<file path="src/rtl/y86_stage_reg.sv">
// Y86-64 pipeline stage register: captures one stage's instruction record per clock,
// with bubble > stall > load priority, saturating stall/bubble counters and a sticky conflict flag.
module y86_stage_reg #(
    parameter int          PAYLOAD_W   = 192,
    parameter logic [3:0]  NOP_ICODE   = 4'h1,
    parameter logic [2:0]  BUBBLE_STAT = 3'd1,
    parameter logic [3:0]  RNONE       = 4'hF,
    parameter int          CNT_W       = 16
) (
    input  logic                 clk,
    input  logic                 rst_n,
    input  logic                 stall,
    input  logic                 bubble,
    input  logic                 cnt_clr,
    input  logic                 in_valid,
    input  logic [2:0]           in_stat,
    input  logic [3:0]           in_icode,
    input  logic [3:0]           in_ifun,
    input  logic [PAYLOAD_W-1:0] in_payload,
    input  logic [3:0]           in_srcA,
    input  logic [3:0]           in_srcB,
    input  logic [3:0]           in_dstE,
    input  logic [3:0]           in_dstM,
    output logic                 out_valid,
    output logic [2:0]           out_stat,
    output logic [3:0]           out_icode,
    output logic [3:0]           out_ifun,
    output logic [PAYLOAD_W-1:0] out_payload,
    output logic [3:0]           out_srcA,
    output logic [3:0]           out_srcB,
    output logic [3:0]           out_dstE,
    output logic [3:0]           out_dstM,
    output logic [CNT_W-1:0]     stall_cnt,
    output logic [CNT_W-1:0]     bubble_cnt,
    output logic                 conflict
);

    localparam logic [CNT_W-1:0] CNT_ONE = {{(CNT_W-1){1'b0}}, 1'b1};
    localparam logic [CNT_W-1:0] CNT_MAX = {CNT_W{1'b1}};

    logic                 valid_q,   valid_d;
    logic [2:0]           stat_q,    stat_d;
    logic [3:0]           icode_q,   icode_d;
    logic [3:0]           ifun_q,    ifun_d;
    logic [PAYLOAD_W-1:0] payload_q, payload_d;
    logic [3:0]           src_a_q,   src_a_d;
    logic [3:0]           src_b_q,   src_b_d;
    logic [3:0]           dst_e_q,   dst_e_d;
    logic [3:0]           dst_m_q,   dst_m_d;
    logic [CNT_W-1:0]     stall_cnt_q,  stall_cnt_d;
    logic [CNT_W-1:0]     bubble_cnt_q, bubble_cnt_d;
    logic                 conflict_q,   conflict_d;

    always_comb begin
        valid_d      = valid_q;
        stat_d       = stat_q;
        icode_d      = icode_q;
        ifun_d       = ifun_q;
        payload_d    = payload_q;
        src_a_d      = src_a_q;
        src_b_d      = src_b_q;
        dst_e_d      = dst_e_q;
        dst_m_d      = dst_m_q;
        stall_cnt_d  = stall_cnt_q;
        bubble_cnt_d = bubble_cnt_q;
        conflict_d   = conflict_q;

        if (bubble) begin
            // NOP record uses RNONE destinations so forwarding never matches a bubble
            valid_d   = 1'b0;
            stat_d    = BUBBLE_STAT;
            icode_d   = NOP_ICODE;
            ifun_d    = 4'h0;
            payload_d = '0;
            src_a_d   = RNONE;
            src_b_d   = RNONE;
            dst_e_d   = RNONE;
            dst_m_d   = RNONE;
            if (bubble_cnt_q != CNT_MAX) begin
                bubble_cnt_d = bubble_cnt_q + CNT_ONE;
            end
            if (stall) begin
                conflict_d = 1'b1;
            end
        end else if (stall) begin
            if (stall_cnt_q != CNT_MAX) begin
                stall_cnt_d = stall_cnt_q + CNT_ONE;
            end
        end else begin
            valid_d   = in_valid;
            stat_d    = in_stat;
            icode_d   = in_icode;
            ifun_d    = in_ifun;
            payload_d = in_payload;
            src_a_d   = in_srcA;
            src_b_d   = in_srcB;
            dst_e_d   = in_dstE;
            dst_m_d   = in_dstM;
        end

        if (cnt_clr) begin
            stall_cnt_d  = '0;
            bubble_cnt_d = '0;
        end
    end

    always_ff @(posedge clk or negedge rst_n) begin
        if (!rst_n) begin
            valid_q      <= 1'b0;
            stat_q       <= BUBBLE_STAT;
            icode_q      <= NOP_ICODE;
            ifun_q       <= 4'h0;
            payload_q    <= '0;
            src_a_q      <= RNONE;
            src_b_q      <= RNONE;
            dst_e_q      <= RNONE;
            dst_m_q      <= RNONE;
            stall_cnt_q  <= '0;
            bubble_cnt_q <= '0;
            conflict_q   <= 1'b0;
        end else begin
            valid_q      <= valid_d;
            stat_q       <= stat_d;
            icode_q      <= icode_d;
            ifun_q       <= ifun_d;
            payload_q    <= payload_d;
            src_a_q      <= src_a_d;
            src_b_q      <= src_b_d;
            dst_e_q      <= dst_e_d;
            dst_m_q      <= dst_m_d;
            stall_cnt_q  <= stall_cnt_d;
            bubble_cnt_q <= bubble_cnt_d;
            conflict_q   <= conflict_d;
        end
    end

    assign out_valid   = valid_q;
    assign out_stat    = stat_q;
    assign out_icode   = icode_q;
    assign out_ifun    = ifun_q;
    assign out_payload = payload_q;
    assign out_srcA    = src_a_q;
    assign out_srcB    = src_b_q;
    assign out_dstE    = dst_e_q;
    assign out_dstM    = dst_m_q;
    assign stall_cnt   = stall_cnt_q;
    assign bubble_cnt  = bubble_cnt_q;
    assign conflict    = conflict_q;

endmodule

</file>
<file path="config.mk">
export PLATFORM = sky130hd
export DESIGN_NAME = y86_stage_reg
export DESIGN_NICKNAME = d
export VERILOG_FILES = /design/src/rtl/y86_stage_reg.sv
export SDC_FILE = /design/constraint.sdc
export NUM_CORES = 1
export LEC_CHECK = 0
export CORE_AREA = 8 8 178 180
export CTS_CLUSTER_SIZE = 10
export DETAILED_ROUTE_END_ITERATION = 7
export DIE_AREA = 0 0 186 188
export HOLD_SLACK_MARGIN = 0.02
export PLACE_DENSITY = 0.72
export SETUP_SLACK_MARGIN = 0.4
export SLEW_MARGIN = 25
export SYNTH_ARGS = -nofsm -noshare
export SYNTH_HDL_FRONTEND = slang
export SYNTH_SLANG_ARGS = --single-unit
</file>
<file path="constraint.sdc">
create_clock -name clk -period 2.25 [get_ports clk]
set_input_delay 0.225 -clock clk [delete_from_list [all_inputs] [get_ports clk]]
set_output_delay 0.225 -clock clk [all_outputs]
set_load 0.02 [all_outputs]
</file>
======== Yosys cells after proc, flatten, opt, wreduce, memory -nomap -nowiden ========
Cells that the tools add are included.
cells by class
  add/sub/neg operators ................... 2
  eq/ne operators ......................... 4
  muxes and demuxes ....................... 25
  reductions and logical operators ........ 7
operators by type and width
  kind                   count
  $mux 192               2
  $mux 16                7
  $mux 4                 12
  $add 16x1->16 const B  2
  $ne 16x16->1 const B   2
  $reduce_bool 2->1      4
  $mux 3                 2
  $ne 2x1->1 const B     2
  $reduce_and 2->1       2
  $reduce_and 3->1       1
  $mux 1                 2
word-level totals
  register bits ........................... 253
  bits of input ports ..................... 225
  word-level logic and storage cells ...... 50

======== Logic depth before layout (Yosys ltp) ========
Gate-level depths: netlist of run 1.
  depth after elaboration ................. 5
  mapped depth ............................ 7
  depth with buffers taken out ............ 5

======== Worst setup path before layout of run 1 ========
Ideal clock, no wire load.
  path type ............................... register to register
  start ................................... register stall_cnt_q[0] (netlist: stall_cnt[0])
  end ..................................... register stall_cnt_q[12] (netlist: stall_cnt[12])
  arrival time ............................ 1.918 ns
  required time ........................... 2.125 ns
  path slack .............................. 0.207 ns
  cell stages (with the launch flop) ...... 7
  cell sequence ........................... dfrtp_1 ha_1 nand2_1 or3_1 clkbuf_1 nor4_1 mux2_2
on the way
  cells in the longest elaborated chain, start to end .. 5
  elaborated cells between the ends (all ways) .. 8
  those cells by class .................... add/sub: 1; eq/ne: 1; mux: 4; reduce/logical: 2
RTL lines
  item                      RTL line  RTL
  start: declaration        50        logic [CNT_W-1:0] stall_cnt_q, stall_cnt_d;
  start signal: assignment  131       stall_cnt_q <= stall_cnt_d;
  $add 16x1->16             87        stall_cnt_d = stall_cnt_q + CNT_ONE;
  $mux 16                   86        if (stall_cnt_q != CNT_MAX) begin
  $mux 16                   85        end else if (stall) begin
  $mux 16                   68        if (bubble) begin
  $mux 16                   101       if (cnt_clr) begin
Several ways; a longest one is shown, not always the timed one. The select of a mux whose other input is x is not followed.
A chain may end at the register's enable or synchronous reset.

======== Final worst setup path of run 1 ========
  start ................................... register stall_cnt_q[4] (netlist: stall_cnt[4])
  end ..................................... output port stall_cnt[4]
RTL lines
  item              RTL line  RTL
  end: declaration  33        output logic [CNT_W-1:0] stall_cnt,
No word-level cell between the ends.

==> out/metrics.csv, run 1 <==
stage,metric,value,unit
setup_path,critPathBufInv,1,
synth,yosys_warnings,0,
timing,rsz0062_at_grt,true,
setup_path,critical_path.startpoint,stall_cnt[4],
clock_tree,htree_levels,1,
route,drt_wl_total,36100,um
setup_path,reg2reg_slack,0.45,ns
clock_tree,clk_pin_slew_worst_paths,0.06,ns
setup_path,r2r_start,bubble_cnt[8],
route,vias,8801,
finish,mostFrequentLayoutCell,clkdlybuf4s50_1,
hold_path,hp-start,stall,
timing,period_share,0.809,
route,via_per_inst,4.89,
synth,seq_area_frac_synth,0.598,
run_status,status,"finished, final reports clean",
floorplanning,num_io_pins,478,
job,drv_cap,0,
floorplanning,chipWidth,186,um
finish,layout-drive-gt1-share,0.0781,
floorplanning,die_area,35000,um2
timing,worstMarginPinSlew,0.723,ns
finish,diodes,0,
clock_tree,clk_latency,0.54,ns
route,first_iter_violations,486,
timing,min_period,1.82,ns
power_and_ir_drop,vdd_ir_drop_max,0.554,mV
setup_path,end_kind,primary output,
timing,layout_setup_ws,0.429,ns
finish,layout_common_cells,"423 x clkdlybuf4s50_1, 225 x dfrtp_1, 215 x nor2_1, 203 x mux2i_1, 43 x dlygate4sd2_1",
timing,finalHoldViolCount,0,
setup_path,cp-start-kind,register,
floorplanning,start_util,0.367,
route,drt_pass1_iterations,5,
power_and_ir_drop,powerDensity,669,nW/um2
timing,finalSetupViolCount,0,
synth,synthArstFlopShare,1.00,
setup_path,crit_family,buffers and inverters,
synth,syn-num-nets,1137,
setup_path,path_cells,clkdlybuf4s50_1,
floorplanning,rows,63,
setup_path,slowest_delay,0.65,ns
synth,synthCells,910,
timing,slew_headroom,0.518,
floorplanning,die_y,188,um
global_routing,overflow,0,
finish,nFillCells,2508,
setup_path,crit_arrival,1.60,ns
setup_path,crit_type,reg2out,
setup_path,slowest_stage,clkdlybuf4s50_1,
floorplanning,core,29000,um2
placement,io_buffers,477,
power_and_ir_drop,p_leak,7.82,nW
finish,syn_to_final_growth,58.7,%
global_routing,grt_pass1_vias,9263,
clock_tree,cts-root-buf,clkbuf_16,
clock_tree,clkSinkCount,253,
timing,fin_worst_skew,0.00572,ns
clock_tree,clk_path_buf_depth,3,
setup_path,critical_path_required,2.03,ns
route,ant_nets,0,
finish,final_net_count,1611,
clock_tree,cts_tree,yes,
global_routing,grt_antenna_before_repair,3,
route,post_drt_wl_per_cell,20.1,um
synth,ys_types,41,
placement,post-place-ws,0.340,ns
global_routing,grt_max_degree,126,
clock_tree,cts_buffers,30,
setup_path,cp_max_fo,5,
timing,fmax,0.549,GHz
timing,fin_setup_tns,0,ns
synth,ys_ff_latch,253,
route,drc_errors,0,
global_routing,grt_usage,0.200,
synth,syn_area,10600,um2
synth,synth_flop_cell,dfrtp_1,
timing,slew_violations,0,
hold_path,hold_path.class,in2reg,
global_routing,grt_pass1_wl,55100,um
synth,syn_area_per_cell,11.7,um2
synth,synth_edf_count,0,
placement,dpl.hpwl,26900,um
placement,place_congestion,0.865,
-- cell type report --
cell class | instances | area (um2) | area share
sequential | 253 | 6370 | 0.377
clock buffer | 54 | 882 | 0.0523
inverter | 3 | 11.3 | 0.000667
multi-input combinational | 593 | 4090 | 0.242
tap | 390 | 488 | 0.0289
clock inverter | 2 | 12.5 | 0.000742
timing repair buffer | 503 | 5020 | 0.298
-- cell usage after synthesis, types with 2 or more instances --
cell / n / share of area
dfrtp_1: 235 / 0.55
nor2_1: 215 / 0.076
mux2i_1: 203 / 0.19
buf_1: 29 / 0.010
clkbuf_1: 29 / 0.010
nor2b_1: 27 / 0.016
a21oi_1: 19 / 0.0089
a211o_1: 18 / 0.015
dfstp_2: 18 / 0.044
nand2_1: 13 / 0.0046
nand4_1: 13 / 0.0076
o31ai_1: 9 / 0.0064
or4_1: 9 / 0.0064
o21ai_0: 8 / 0.0038
or3_1: 8 / 0.0047
mux2_2: 7 / 0.0074
nand3_1: 6 / 0.0028
nor4_1: 6 / 0.0035
and4_1: 3 / 0.0025
inv_1: 3 / 0.0011
o31a_1: 3 / 0.0025
xnor2_1: 3 / 0.0025
a211oi_1: 2 / 0.0014
and2_1: 2 / 0.0012
buf_2: 2 / 0.00094
ha_1: 2 / 0.0024
nor4b_1: 2 / 0.0016
o21a_1: 2 / 0.0014
or2_2: 2 / 0.0012
-- routing by layer --
metal | up-vias | share of wire | global-route usage
met2 | 363 | 0.49 | 0.333
met5 | - | 0.0010 | 0
met1 | 4272 | 0.37 | 0.226
met3 | 75 | 0.11 | 0.0811
met4 | 6 | 0.036 | 0.0739
li1 | 4085 | - | -
-- sequential cells by signal (all words and copies together) (netlist names) --
name	cells
bubble_cnt	16
conflict	1
out_dstE	4
out_dstM	4
out_icode	4
out_ifun	4
out_payload	192
out_srcA	4
out_srcB	4
out_stat	3
out_valid	1
stall_cnt	16
-- per-stage QoR --
stage | total power [mW] | std cells | instance area (um2) | hold WS, ns | utilization
after floorplan | 5.80 | 910 | 10700 | -0.0706 | -
after global placement | 6.93 | 1735 | 15900 | 0.253 | 0.549
after detailed placement | 6.96 | 1735 | 15900 | 0.249 | 0.549
after CTS | 11.4 | 1794 | 16800 | 0.0424 | 0.579
after global routing | 11.8 | 1798 | 16900 | 0.0585 | 0.582
final | 11.3 | 1798 | 16900 | 0.0782 | 0.582
-- what timing repair did --
| item | 4_1_cts | 5_1_grt |
|---|---|---|
| pin swaps | 1 | 6 |
| gates cloned | 0 | 0 |
| endpoints found under the hold margin | 63 | 0 |
| resized for setup | 45 | 12 |
| endpoints found under the setup margin | 53 | 22 |
| hold buffers | 1 | 0 |
| setup buffers | 2 | 4 |
-- final timing paths --
kind / endpoint / cells past startpoint
worst min register to register: conflict / 1
worst min-delay path: stall_cnt[2] / 3
worst max register to register: bubble_cnt[0] / 4
min in group asynchronous: stall_cnt[7] / 2
max in group asynchronous: out_srcB[1] / 3
worst max-delay path: stall_cnt[4] / 1
-- report_power, final --
| part | switching (mW) | leakage [nW] | internal [mW] | total, mW |
|---|---|---|---|---|
| clock | 1.83 | 0.425 | 2.61 | 4.44 |
| sequential | 0.132 | 3.31 | 4.80 | 4.93 |
| combinational | 0.928 | 4.08 | 0.983 | 1.91 |
-- tightest hold or removal path: stages --
cell and delay, ns:
buf_8 0.12, nand2b_4 0.09, o31a_1 0.14
-- kinds of logic (layout without fill, tap and decap cells) --
family,after synthesis,in the layout,share of synthesized area
compound gates,64,64,0.0415
buf+inv,64,562,0.0232
flops,253,253,0.598
mux,210,210,0.199
fa+ha+maj,2,2,0.00235
simple gates,313,313,0.134
xor+xnor,4,4,0.00330
No activity file was read; power rests on OpenSTA's default activity.
==> run 2, diff against run 1 <==
==> constraint.sdc (replaced) <==
create_clock -name clk -period 1.85 [get_ports clk]
set_input_delay 0.185 -clock clk [delete_from_list [all_inputs] [get_ports clk]]
set_output_delay 0.185 -clock clk [all_outputs]
set_load 0.02 [all_outputs]
==> run 2 against run 1 <==
Effect of this change:
- core utilization increased by 1.3 points
- count of clock-buffer cells in the layout unchanged
- hold slack got worse by 0.026 ns
- critical path depth increased by 4
- first-iteration DRC count increased by 23%
- clock power increased by 22%
- sequential power increased by 22%
- critical path type is now reg2reg
==> out/metrics.csv, run 2 (synthesis results as in run 1) <==
stage,metric,value,unit,change
timing,min_period,1.80,ns,
job,drv_cap,0,,unchanged
setup_path,crit_type,reg2reg,,was reg2out
placement,dp.cells,1736,,"was 1,735"
finish,final_core_util,0.595,,was 0.582
timing,holdWs,0.0523,ns,was 0.0782 ns
placement,post-place-ws,0.0412,ns,was 0.340 ns
setup_path,critPathBufInv,1,,unchanged
clock_tree,clkSinkCount,253,,unchanged
finish,largest_register_ffs,192,,unchanged
global_routing,grt_pass1_vias,9227,,"was 9,263"
run_status,status,"finished, final reports clean",,unchanged
hold_path,hold_path.class,in2reg,,unchanged
global_routing,grt_pass1_wl,54700,um,"was 55,100 um"
timing,finalSetupViolCount,0,,unchanged
setup_path,slowest_stage,or3_4,,was clkdlybuf4s50_1
finish,layout-drive-gt1-share,0.275,,was 0.0781
power_and_ir_drop,vdd_ir_drop_max,0.637,mV,was 0.554 mV
setup_path,crit_family,simple AND/OR/NAND/NOR gates,,was buffers and inverters
placement,placed_cell_area,16000,um2,"was 15,900 um2"
clock_tree,cts_tree,yes,,unchanged
floorplanning,rows,63,,unchanged
floorplanning,chipWidth,186,um,unchanged
route,vias,9041,,"was 8,801"
power_and_ir_drop,power,13.6,mW,was 11.3 mW
finish,syn_to_final_growth,62.3,%,was 58.7%
route,first_iter_violations,596,,was 486
setup_path,cp-start-kind,register,,unchanged
setup_path,path_cells,"nand3_2, buf_6, or3_4, nor4_2, mux2_2",,was clkdlybuf4s50_1
setup_path,critical_path_required,2.28,ns,was 2.03 ns
clock_tree,clk_latency,0.54,ns,about the same
global_routing,grt_max_degree,147,,was 126
timing,fin_setup_tns,0,ns,unchanged
clock_tree,clk_pin_slew_worst_paths,0.06,ns,about the same
placement,dpl.hpwl,25900,um,"was 26,900 um"
timing,fin_worst_skew,0.0125,ns,was 0.00572 ns
finish,final_net_count,1666,,"was 1,611"
setup_path,slowest_delay,0.43,ns,was 0.65 ns
setup_path,end_kind,register,,was primary output
floorplanning,start_util,0.367,,unchanged
floorplanning,core,29000,um2,unchanged
finish,fin_cells,1853,,"was 1,798"
clock_tree,htree_levels,1,,unchanged
finish,mostFrequentLayoutCell,clkdlybuf4s50_1,,unchanged
finish,stdcell_area,17300,um2,"was 16,900 um2"
placement,place_congestion,0.827,,was 0.865
timing,worstMarginPinSlew,1.05,ns,was 0.723 ns
finish,layout_common_cells,"221 x clkdlybuf4s50_1, 214 x nor2_1, 213 x dfrtp_1, 203 x mux2i_1, 77 x clkdlybuf4s15_2",,"was 423 x clkdlybuf4s50_1, 225 x dfrtp_1, 215 x nor2_1, 203 x mux2i_1, 43 x dlygate4sd2_1"
placement,io_buffers,477,,unchanged
timing,period_share,0.974,,
setup_path,cp_max_fo,5,,unchanged
finish,diodes,0,,unchanged
timing,layout_setup_ws,0.0485,ns,was 0.429 ns
floorplanning,die_area,35000,um2,unchanged
timing,fmax,0.555,GHz,
floorplanning,num_io_pins,478,,unchanged
timing,rsz0062_at_grt,true,,unchanged
timing,slew_violations,0,,unchanged
global_routing,overflow,0,,unchanged
clock_tree,clk_path_buf_depth,3,,unchanged
global_routing,grt_usage,0.198,,was 0.200
finish,nFillCells,2392,,"was 2,508"
floorplanning,die_y,188,um,unchanged
timing,finalHoldViolCount,0,,unchanged
setup_path,crit_arrival,2.23,ns,was 1.60 ns
clock_tree,cts_buffers,30,,unchanged
timing,slew_headroom,0.301,,was 0.518
power_and_ir_drop,powerDensity,791,nW/um2,was 669 nW/um2
route,post_drt_wl_per_cell,20.1,um,about the same
route,via_per_inst,4.88,,was 4.89
route,drt_wl_total,37200,um,"was 36,100 um"
global_routing,grt_antenna_before_repair,2,,was 3
route,drc_errors,0,,unchanged
route,drt_pass1_iterations,5,,unchanged
route,ant_nets,0,,unchanged
clock_tree,cts-root-buf,clkbuf_16,,unchanged
power_and_ir_drop,p_leak,8.19,nW,was 7.82 nW
[run 2: path summary, 6_finish.rpt]
path                         startpoint               to  slack (ns)  depth (start not counted)
setup / recovery           stall_cnt[5]    stall_cnt[10]        0.05                          5
hold / removal                    stall     stall_cnt[0]        0.05                          4
setup reg to reg           stall_cnt[5]    stall_cnt[10]        0.05                          5
hold reg to reg                conflict         conflict        0.46                          1
max in group asynchronous         rst_n      out_dstE[3]        1.01                          3
min in group asynchronous         rst_n  out_payload[93]        0.14                          2
[run 2: power breakdown]
part / internal [mW] / leakage (nW) / switching [mW]
Sequential: 5.84 / 3.29 / 0.165
Combinational: 1.08 / 4.47 / 1.12
Clock: 3.21 / 0.435 / 2.22
Total: 10.1 / 8.19 / 3.51
[run 2: cell type report]
type	count	area [um2]	area share
clock buffer	54	892	0.0517
clock inverter	2	10.0	0.000580
inverter	3	11.3	0.000652
multi-input combinational	593	4310	0.250
sequential	253	6380	0.370
tap	390	488	0.0283
timing repair buffer	558	5170	0.299
[run 2: timing repair]
action / 4_1_cts / 5_1_grt
hold buffers: 2 / 0
pin swaps: 31 / 26
resized for setup: 734 / 135
buffers inserted: 35 / 22
endpoints found under the hold margin: 246 / 0
gates cloned: 2 / 0
endpoints found under the setup margin: 283 / 125
[run 2: tightest hold or removal path, stage by stage]
cell and delay (ns):
buf_8 0.12, nand2b_4 0.09, or3_1 0.11, a21oi_1 0.06
[run 2: metal layers]
layer / up-vias / wire length [um] / GRT usage
li1: 4195 / - / -
met1: 4402 / 13800 / 0.224
met2: 380 / 18800 / 0.345
met3: 60 / 3790 / 0.0749
met4: 4 / 866 / 0.0525
met5: - / 27 / 0
==> run 3, diff against run 2 <==
==> config.mk (replaced) <==
export PLATFORM = sky130hd
export DESIGN_NAME = y86_stage_reg
export DESIGN_NICKNAME = d
export VERILOG_FILES = /design/src/rtl/y86_stage_reg.sv
export SDC_FILE = /design/constraint.sdc
export NUM_CORES = 1
export LEC_CHECK = 0
export CORE_AREA = 3 3 184 186
export CTS_CLUSTER_SIZE = 10
export DETAILED_ROUTE_END_ITERATION = 7
export DIE_AREA = 0 0 187 189
export HOLD_SLACK_MARGIN = 0.02
export PLACE_DENSITY = 0.65
export RECOVER_POWER = 100
export SETUP_SLACK_MARGIN = 0.4
export SYNTH_ARGS = -nofsm -noshare
export SYNTH_HDL_FRONTEND = slang
export SYNTH_SLANG_ARGS = --single-unit
==> run 3 against run 2 <==
Effect of this change:
- the run now ends with max-capacitance violations, max-slew violations left
- sequential share of layout area increased by 0.99 points
- die area increased by 1.1%
- sequential power about the same
- global-route usage decreased by 0.76 points
- non-clock buffer count increased by 13
- final cell count increased by 3.5%
- combinational power decreased by 3%
- power decreased by 1.0%
- clock power decreased by 1%
- hold slack improved by 0.033 ns
- critical path depth unchanged
==> out/metrics.csv, run 3 (synthesis results as in run 1) <==
stage,metric,value,unit,change
run_status,status,"complete, but fails checks",,"was finished, final reports clean"
run_status,violations,"max-capacitance violations, max-slew violations",,
route,first_iter_violations,399,,was 596
clock_tree,cts_tree,yes,,unchanged
finish,layout_common_cells,"221 x clkdlybuf4s50_1, 217 x dfrtp_1, 215 x nor2_1, 203 x mux2i_1, 176 x clkbuf_1",,"was 221 x clkdlybuf4s50_1, 214 x nor2_1, 213 x dfrtp_1, 203 x mux2i_1, 77 x clkdlybuf4s15_2"
floorplanning,start_util,0.328,,was 0.367
route,routed-wl-met3,3100,um,was 3790 um
setup_path,reg2regPathDepth,5,,unchanged
floorplanning,die_y,189,um,was 188 um
clock_tree,cts-root-buf,clkbuf_16,,unchanged
route,wl_met1,13700,um,"was 13,800 um"
hold_path,hp-start,stall,,unchanged
finish,final_core_util,0.518,,was 0.595
route,vias,9124,,"was 9,041"
power_and_ir_drop,p_leak,7.57,nW,was 8.19 nW
route,post_drt_wl_per_cell,18.5,um,was 20.1 um
hold_path,hold_end,stall_cnt[1],,was stall_cnt[0]
setup_path,end_kind,register,,unchanged
setup_path,crit_type,reg2reg,,unchanged
clock_tree,clkSinkCount,253,,unchanged
finish,stdcell_area,16800,um2,"was 17,300 um2"
clock_tree,clk_latency,0.55,ns,was 0.54 ns
placement,dpl.hpwl,24600,um,"was 25,900 um"
timing,finalHoldViolCount,0,,unchanged
clock_tree,htree_levels,1,,unchanged
route,drt_wl_total,35400,um,"was 37,200 um"
global_routing,overflow,0,,unchanged
timing,finalSetupViolCount,0,,unchanged
finish,diodes,0,,unchanged
route,wl_met2,17900,um,"was 18,800 um"
finish,largest_register_ffs,192,,unchanged
global_routing,grt_antenna_before_repair,1,,was 2
global_routing,grt_usage,0.191,,was 0.198
route,ant_nets,0,,unchanged
floorplanning,chipWidth,187,um,was 186 um
finish,syn_to_final_growth,58.0,%,was 62.3%
floorplanning,rows,66,,was 63
finish,nFillCells,2962,,"was 2,392"
finish,layout-drive-gt1-share,0.143,,was 0.275
timing,period_share,0.951,,was 0.974
timing,slew_headroom,-0.144,,was 0.301
power_and_ir_drop,powerDensity,804,nW/um2,was 791 nW/um2
timing,fmax,0.569,GHz,was 0.555 GHz
placement,post-place-ws,0.0498,ns,was 0.0412 ns
power_and_ir_drop,vdd_ir_drop_max,0.666,mV,was 0.637 mV
clock_tree,clk_pin_slew_worst_paths,0.06,ns,about the same
placement,place_congestion,0.838,,was 0.827
timing,fin_setup_tns,0,ns,unchanged
placement,placed_cell_area,16200,um2,"was 16,000 um2"
timing,min_period,1.76,ns,was 1.80 ns
setup_path,r2r_start,stall_cnt[0],,was stall_cnt[5]
finish,final_net_count,1679,,"was 1,666"
setup_path,critical_path_required,2.32,ns,was 2.28 ns
floorplanning,die_area,35300,um2,"was 35,000 um2"
setup_path,cp_max_fo,4,,was 5
floorplanning,core,32500,um2,"was 29,000 um2"
hold_path,hold_depth,4,,unchanged
floorplanning,num_io_pins,478,,unchanged
global_routing,grt_pass1_wl,54400,um,"was 54,700 um"
route,drt_pass1_iterations,4,,was 5
setup_path,crit_arrival,2.23,ns,about the same
clock_tree,cts_buffers,30,,unchanged
clock_tree,clk_path_buf_depth,3,,unchanged
route,route.top_layer_used,met5,,unchanged
hold_path,hold_path.class,in2reg,,unchanged
job,drv_cap,2,,was 0
route,via_per_inst,4.76,,was 4.88
timing,worstMarginPinSlew,1.72,ns,was 1.05 ns
placement,io_buffers,477,,unchanged
setup_path,timing.rr.end,stall_cnt[8],,was stall_cnt[10]
global_routing,grt_max_degree,143,,was 147
global_routing,grt_pass1_vias,9322,,"was 9,227"
timing,rsz0062_at_grt,true,,unchanged
finish,mostFrequentLayoutCell,clkdlybuf4s50_1,,unchanged
timing,slew_violations,241,,was 0
timing,layout_setup_ws,0.0914,ns,was 0.0485 ns
route,drc_errors,0,,unchanged
setup_path,cp-start-kind,register,,unchanged
setup_path,reg2reg_slack,0.09,ns,was 0.05 ns
timing,fin_worst_skew,0.00846,ns,was 0.0125 ns
run 3: worst max path at each step:
stage                  start             to  cells past startpoint
5_1_grt        bubble_cnt[5]  bubble_cnt[3]                      7
2_1_floorplan   stall_cnt[0]   stall_cnt[8]                      6
3_5_place_dp    stall_cnt[0]  stall_cnt[14]                      6
3_3_place_gp    stall_cnt[0]  stall_cnt[14]                      6
4_1_cts         stall_cnt[4]  stall_cnt[11]                      5
6_report        stall_cnt[0]   stall_cnt[8]                      5
run 3: critical path, stage by stage, from the launching register on:
cell and delay, ns:
dfrtp_1 0.44, ha_4 0.17, nand2_2 0.06, or3_4 0.37, or4_1 0.50, a21oi_1 0.14
run 3: repair_timing:
action	in CTS	in global routing
hold buffers	1	0
setup buffers	39	17
endpoints found under the hold margin	53	0
pin swaps	29	23
endpoints found under the setup margin	284	154
cloned	1	0
gates resized for setup	756	176
run 3: per-layer routing:
metal  GRT usage  vias up
met3      0.0670       56
met4      0.0401        2
met5           0        -
li1            -     4228
met2       0.335      356
met1       0.228     4482
run 3: through the flow:
step,hold WS (ns),power (mW),cells
2_1_floorplan,-0.111,7.06,910
3_3_place_gp,0.220,8.45,1804
3_5_place_dp,0.224,8.48,1804
4_1_cts,0.0648,13.8,1901
5_1_grt,0.0949,14.1,1918
6_report,0.0852,13.5,1918
run 3: report_power, final:
group | internal, mW | switching [mW] | leakage [nW]
Combinational | 1.02 | 1.12 | 3.86
Sequential | 5.84 | 0.164 | 3.29
Clock | 3.14 | 2.23 | 0.423
run 3: area by class of cell:
cell class,count,area [um2],share of cell area
Sequential cell,253,6380,0.380
Timing Repair Buffer,571,4700,0.280
Multi-Input combinational cell,593,4280,0.255
Clock buffer,54,872,0.0519
Tap cell,442,553,0.0329
Inverter,3,11.3,0.000670
Clock inverter,2,10.0,0.000596
